`config.mk`:
```
export PLATFORM = sky130hd
export DESIGN_NAME = sr_latch_driver
export DESIGN_NICKNAME = d
export VERILOG_FILES = /design/src/rtl/sr_latch_driver.sv
export SDC_FILE = /design/constraint.sdc
export NUM_CORES = 1
export LEC_CHECK = 0
export ABC_AREA = 1
export BUFFER_PORTS_ARGS = -buffer_cell sky130_fd_sc_hd__buf_4
export CORE_UTILIZATION = 57
export CTS_CLUSTER_DIAMETER = 100
export DETAILED_ROUTE_END_ITERATION = 6
export HOLD_SLACK_MARGIN = 0.15
export PLACE_DENSITY = 0.78
export SYNTH_ARGS = -nofsm -noshare
export SYNTH_HDL_FRONTEND = slang
export SYNTH_SLANG_ARGS = --single-unit
```
`constraint.sdc`:
```
create_clock -name clk -period 1.8 [get_ports clk]
set_input_delay 0.45 -clock clk [delete_from_list [all_inputs] [get_ports clk]]
set_output_delay 0.45 -clock clk [all_outputs]
set_load 0.01 [all_outputs]
```
`src/rtl/sr_latch_driver.sv`:
```
// rtl/sr_latch_driver.sv - pulsed S/R driver for a NOR-pair latch with feedback confirm (option: SR_LATCH_DRIVER_SYNC_EN)
module sr_latch_driver #(
    parameter int PULSE_W = 4,
    parameter int TIMEOUT = 16
) (
    input  logic clk,
    input  logic rst,
    input  logic req_valid,
    input  logic req_value,
    output logic req_ready,
    output logic S,
    output logic R,
    input  logic Q_fb,
    input  logic Qn_fb,
    output logic done,
    output logic err,
    output logic busy
);

    typedef enum logic [1:0] {
        IDLE   = 2'd0,
        PULSE  = 2'd1,
        SETTLE = 2'd2
    } state_e;

    localparam logic [7:0] PULSE_LOAD   = 8'(PULSE_W - 1);
    localparam logic [7:0] TIMEOUT_LOAD = 8'(TIMEOUT - 1);

    state_e     state_q, state_d;
    logic [7:0] cnt_q, cnt_d;
    logic [1:0] blank_q, blank_d;
    logic       value_q, value_d;
    logic       s_q, s_d;
    logic       r_q, r_d;
    logic       done_q, done_d;
    logic       err_q, err_d;
    logic       fb_q;
    logic       fb_qn;

`ifdef SR_LATCH_DRIVER_SYNC_EN
    // Synchronised feedback lags the latch by two cycles, so the first two
    // SETTLE cycles are blanked to let a fresh sample reach the comparator.
    localparam logic [1:0] BLANK_LOAD = 2'd2;

    logic [1:0] q_sync_q;
    logic [1:0] qn_sync_q;

    // Two-flop synchronizer on the latch readback, reset to the Q=0 pair
    always_ff @(posedge clk) begin
        if (rst) begin
            q_sync_q  <= 2'b00;
            qn_sync_q <= 2'b11;
        end else begin
            q_sync_q  <= {q_sync_q[0], Q_fb};
            qn_sync_q <= {qn_sync_q[0], Qn_fb};
        end
    end

    assign fb_q  = q_sync_q[1];
    assign fb_qn = qn_sync_q[1];
`else
    localparam logic [1:0] BLANK_LOAD = 2'd0;

    assign fb_q  = Q_fb;
    assign fb_qn = Qn_fb;
`endif

    // A complementary pair equal to the wanted value; Q==Qn never matches
    function automatic logic fb_match(input logic v, input logic q, input logic qn);
        return (q != qn) && (q == v);
    endfunction

    // Next-state, counters and registered drive/pulse outputs
    always_comb begin
        state_d = state_q;
        cnt_d   = cnt_q;
        blank_d = blank_q;
        value_d = value_q;
        s_d     = 1'b0;
        r_d     = 1'b0;
        done_d  = 1'b0;
        err_d   = 1'b0;
        case (state_q)
            IDLE: begin
                if (req_valid) begin
                    value_d = req_value;
                    if (fb_match(req_value, fb_q, fb_qn)) begin
                        done_d = 1'b1;
                    end else begin
                        state_d = PULSE;
                        cnt_d   = PULSE_LOAD;
                        s_d     = req_value;
                        r_d     = ~req_value;
                    end
                end
            end
            PULSE: begin
                if (cnt_q == 8'd0) begin
                    state_d = SETTLE;
                    cnt_d   = TIMEOUT_LOAD;
                    blank_d = BLANK_LOAD;
                end else begin
                    cnt_d = cnt_q - 8'd1;
                    s_d   = value_q;
                    r_d   = ~value_q;
                end
            end
            SETTLE: begin
                if (blank_q != 2'd0) begin
                    blank_d = blank_q - 2'd1;
                end else if (fb_match(value_q, fb_q, fb_qn)) begin
                    done_d  = 1'b1;
                    state_d = IDLE;
                end else if (cnt_q == 8'd0) begin
                    err_d   = 1'b1;
                    state_d = IDLE;
                end else begin
                    cnt_d = cnt_q - 8'd1;
                end
            end
            default: begin
                state_d = IDLE;
            end
        endcase
    end

    // State and output registers with synchronous reset
    always_ff @(posedge clk) begin
        if (rst) begin
            state_q <= IDLE;
            cnt_q   <= 8'd0;
            blank_q <= 2'd0;
            value_q <= 1'b0;
            s_q     <= 1'b0;
            r_q     <= 1'b0;
            done_q  <= 1'b0;
            err_q   <= 1'b0;
        end else begin
            state_q <= state_d;
            cnt_q   <= cnt_d;
            blank_q <= blank_d;
            value_q <= value_d;
            s_q     <= s_d;
            r_q     <= r_d;
            done_q  <= done_d;
            err_q   <= err_d;
        end
    end

    // Reset gates the drives immediately so an aborted pulse drops in the rst cycle
    assign S         = s_q & ~rst;
    assign R         = r_q & ~rst;
    assign done      = done_q;
    assign err       = err_q;
    assign busy      = (state_q != IDLE);
    assign req_ready = (state_q == IDLE);

endmodule

```
==> metrics.cfg <==
[logic_synthesis]
synth_top_flop_cell=dfxtp_1
synth-edff-count=0
seq_area_frac_synth=0.301
yosysWarnings=0
synth_seq_cells=17
syn-instance-count=169
syn_avg_cell_area_um2=6.69
yosysTopAreaCell=dfxtp_1
async_flop_share=0
yosysMostFrequentCell=nand2_1
synthTopCellsByCount=nand2_1 (34), inv_1 (27), dfxtp_1 (17), nor2_1 (17)
syn_area_um2=1130
syn_nets=182
yosys.area.top_type_share=0.301
synth.area.top_cells=dfxtp_1 (30%), nand2_1 (11%), inv_1 (9.0%)
ys_types=24

[floorplan]
rows=15
fp.dieW_um=46.5
core_area_um2=1780
die-area_um2=2160
start_util=0.634
die_h_um=46.5
ioPinCount=12

[global_routing]
grt_pass1_vias=815
antenna_found_initial=0
track_usage=0.228
grt_pass1_wl_mm=3.48
grt_max_degree=14
grt-ovfl-total=0

[final_layout]
post-route-util=0.709
synthToLayoutAreaGrowth_pct=11.8
nets=197
multi_input_area_um2=644
drive_gt1_frac=0.219
fin_area_um2=1260
fillers=164
regArea_um2=340
n_antenna_cell=0
fin_cells=208

[clocking]
postCtsSetupRepairBufs=0
cts_tree=yes
clk_pin_slew_worst_paths_ps=90
cts_resized=0
clock-sinks=17
ctsRootBufferMaster=clkbuf_4
cts-buffers-inserted=3
htree_levels=1
clk_latency_ps=290
clk_path_buf_depth=2
holdBufCountCts=0

[min_path]
hold_depth=2
hp-class=input port to register
hp-start=rst

[route]
drt-initial-drc-count=38
drc=0
vias=1034
drt_pass1_iterations=4
wl_mm=2.19
ant_nets=0
routedWlPerCell_um=10.5
viasPerCell=4.97

[placed_design]
placed_area_um2=1230
dp.cells=204
hpwl_mm=1.70
port-buffer-count=11
place.gp.congestion=0.846

[timing]
holdWs_ps=429
setup_tns_ps=0
finalCriticalPeriod_ps=1640
fin_skew_ps=3.00
period_share=0.911
fmax_mhz=610
slew_viol_final=0
rsz0062_at_grt=false
tightestPinTransition_ps=313
setup_viol=0
final-hold-violation-count=0
max_slew_margin=0.790

[setup_path]
reg2reg_to=cnt_q[7]$_SDFFE_PP0P_
slowest_stage=dfxtp_1
path_class=register to output pin
start_kind=register
cp_common_cell=inv_1
end_kind=output pin
timing.critical_path.cells=inv_1 > ha_2 > inv_1 > buf_4
rr_worst_depth=12
required_ps=1350
arrival_ps=1190
cp_slowest_stage_delay_ps=340
rr_startpoint=state_q[0]$_SDFFE_PP0P_
startpoint=state_q[0]$_SDFFE_PP0P_
reg2reg_slack_ps=190
cp_max_fo=7
endpoint=busy

[run_status]
status=finished, final reports clean

[pwr]
powerDensity_nw_per_um2=1600
leakagePower_nw=0.636
ir_worst_vdd_uv=942

[run]
maxCapViolations=0

## report_power, final
part / total [W] / internal [W] / switching [W]
Sequential: 0.000542 / 0.000481 / 0.0000613
Clock: 0.000201 / 0.0000862 / 0.000115
Combinational: 0.00128 / 0.000481 / 0.000797
## cell usage in the layout (no fill, tap or decap), drive strengths merged, types with 2 or more instances in the layout
master and count:
o22ai 2, ha 7, nor2 22, xor2 2, inv 33, buf 13, nand2 43, nand3 15
clkbuf 4, a21oi 14, o21ai 6, dfxtp 17
## worst max-delay path: cells and delay by family (launching register included)
kind | cells | cell delay (ps)
adder cells (fa/ha/maj) | 1 | 260
flip-flops | 1 | 340
buffers and inverters | 3 | 300
## cell type report
cell class / count / share of cell area
multi-input combinational: 116 / 0.510
sequential: 17 / 0.269
inverter: 33 / 0.0980
timing repair buffer: 13 / 0.0772
tap: 25 / 0.0248
clock buffer: 4 / 0.0208
## worst min path at each step
| stage | endpoint | slack (ps) |
|---|---|---|
| CTS | cnt_q[3]$_SDFFE_PP0P_ | 430 |
| detailed placement | blank_q[1]$_SDFFE_PP0P_ | 460 |
| floorplan | blank_q[1]$_SDFFE_PP0P_ | 430 |
| finish | done$_SDFF_PP0_ | 430 |
| global route | done$_SDFF_PP0_ | 430 |
| global placement | blank_q[1]$_SDFFE_PP0P_ | 440 |
## flip-flops by register name, summed over array words and instances (netlist names)
register / count
value_q: 1
cnt_q: 8
r_q: 1
err: 1
blank_q: 2
state_q: 2
done: 1
s_q: 1
## cells by family after synthesis
family / synth area share
DFF: 0.301
adders and majority gates: 0.0775
buffers and inverters: 0.133
and+or+nand+nor: 0.355
AOI/OAI and AO/OA: 0.110
xor gates and xnor gates: 0.0233
## metal layers
metal | up-vias | GRT usage | routed length, um
met1 | 466 | 0.322 | 1090
met4 | 0 | 0.0353 | 10
met2 | 14 | 0.347 | 1010
li1 | 552 | - | -
met3 | 2 | 0.0588 | 83
met5 | - | 0 | 0
## per-stage QoR
stage / power (W) / setup WS [ps]
after global placement: 0.00178 / 207
after detailed placement: 0.00181 / 141
final: 0.00202 / 161
after CTS: 0.00202 / 110
after floorplan: 0.00154 / 236
after global routing: 0.00222 / 44.0
Power figures use the tool's default switching activity.
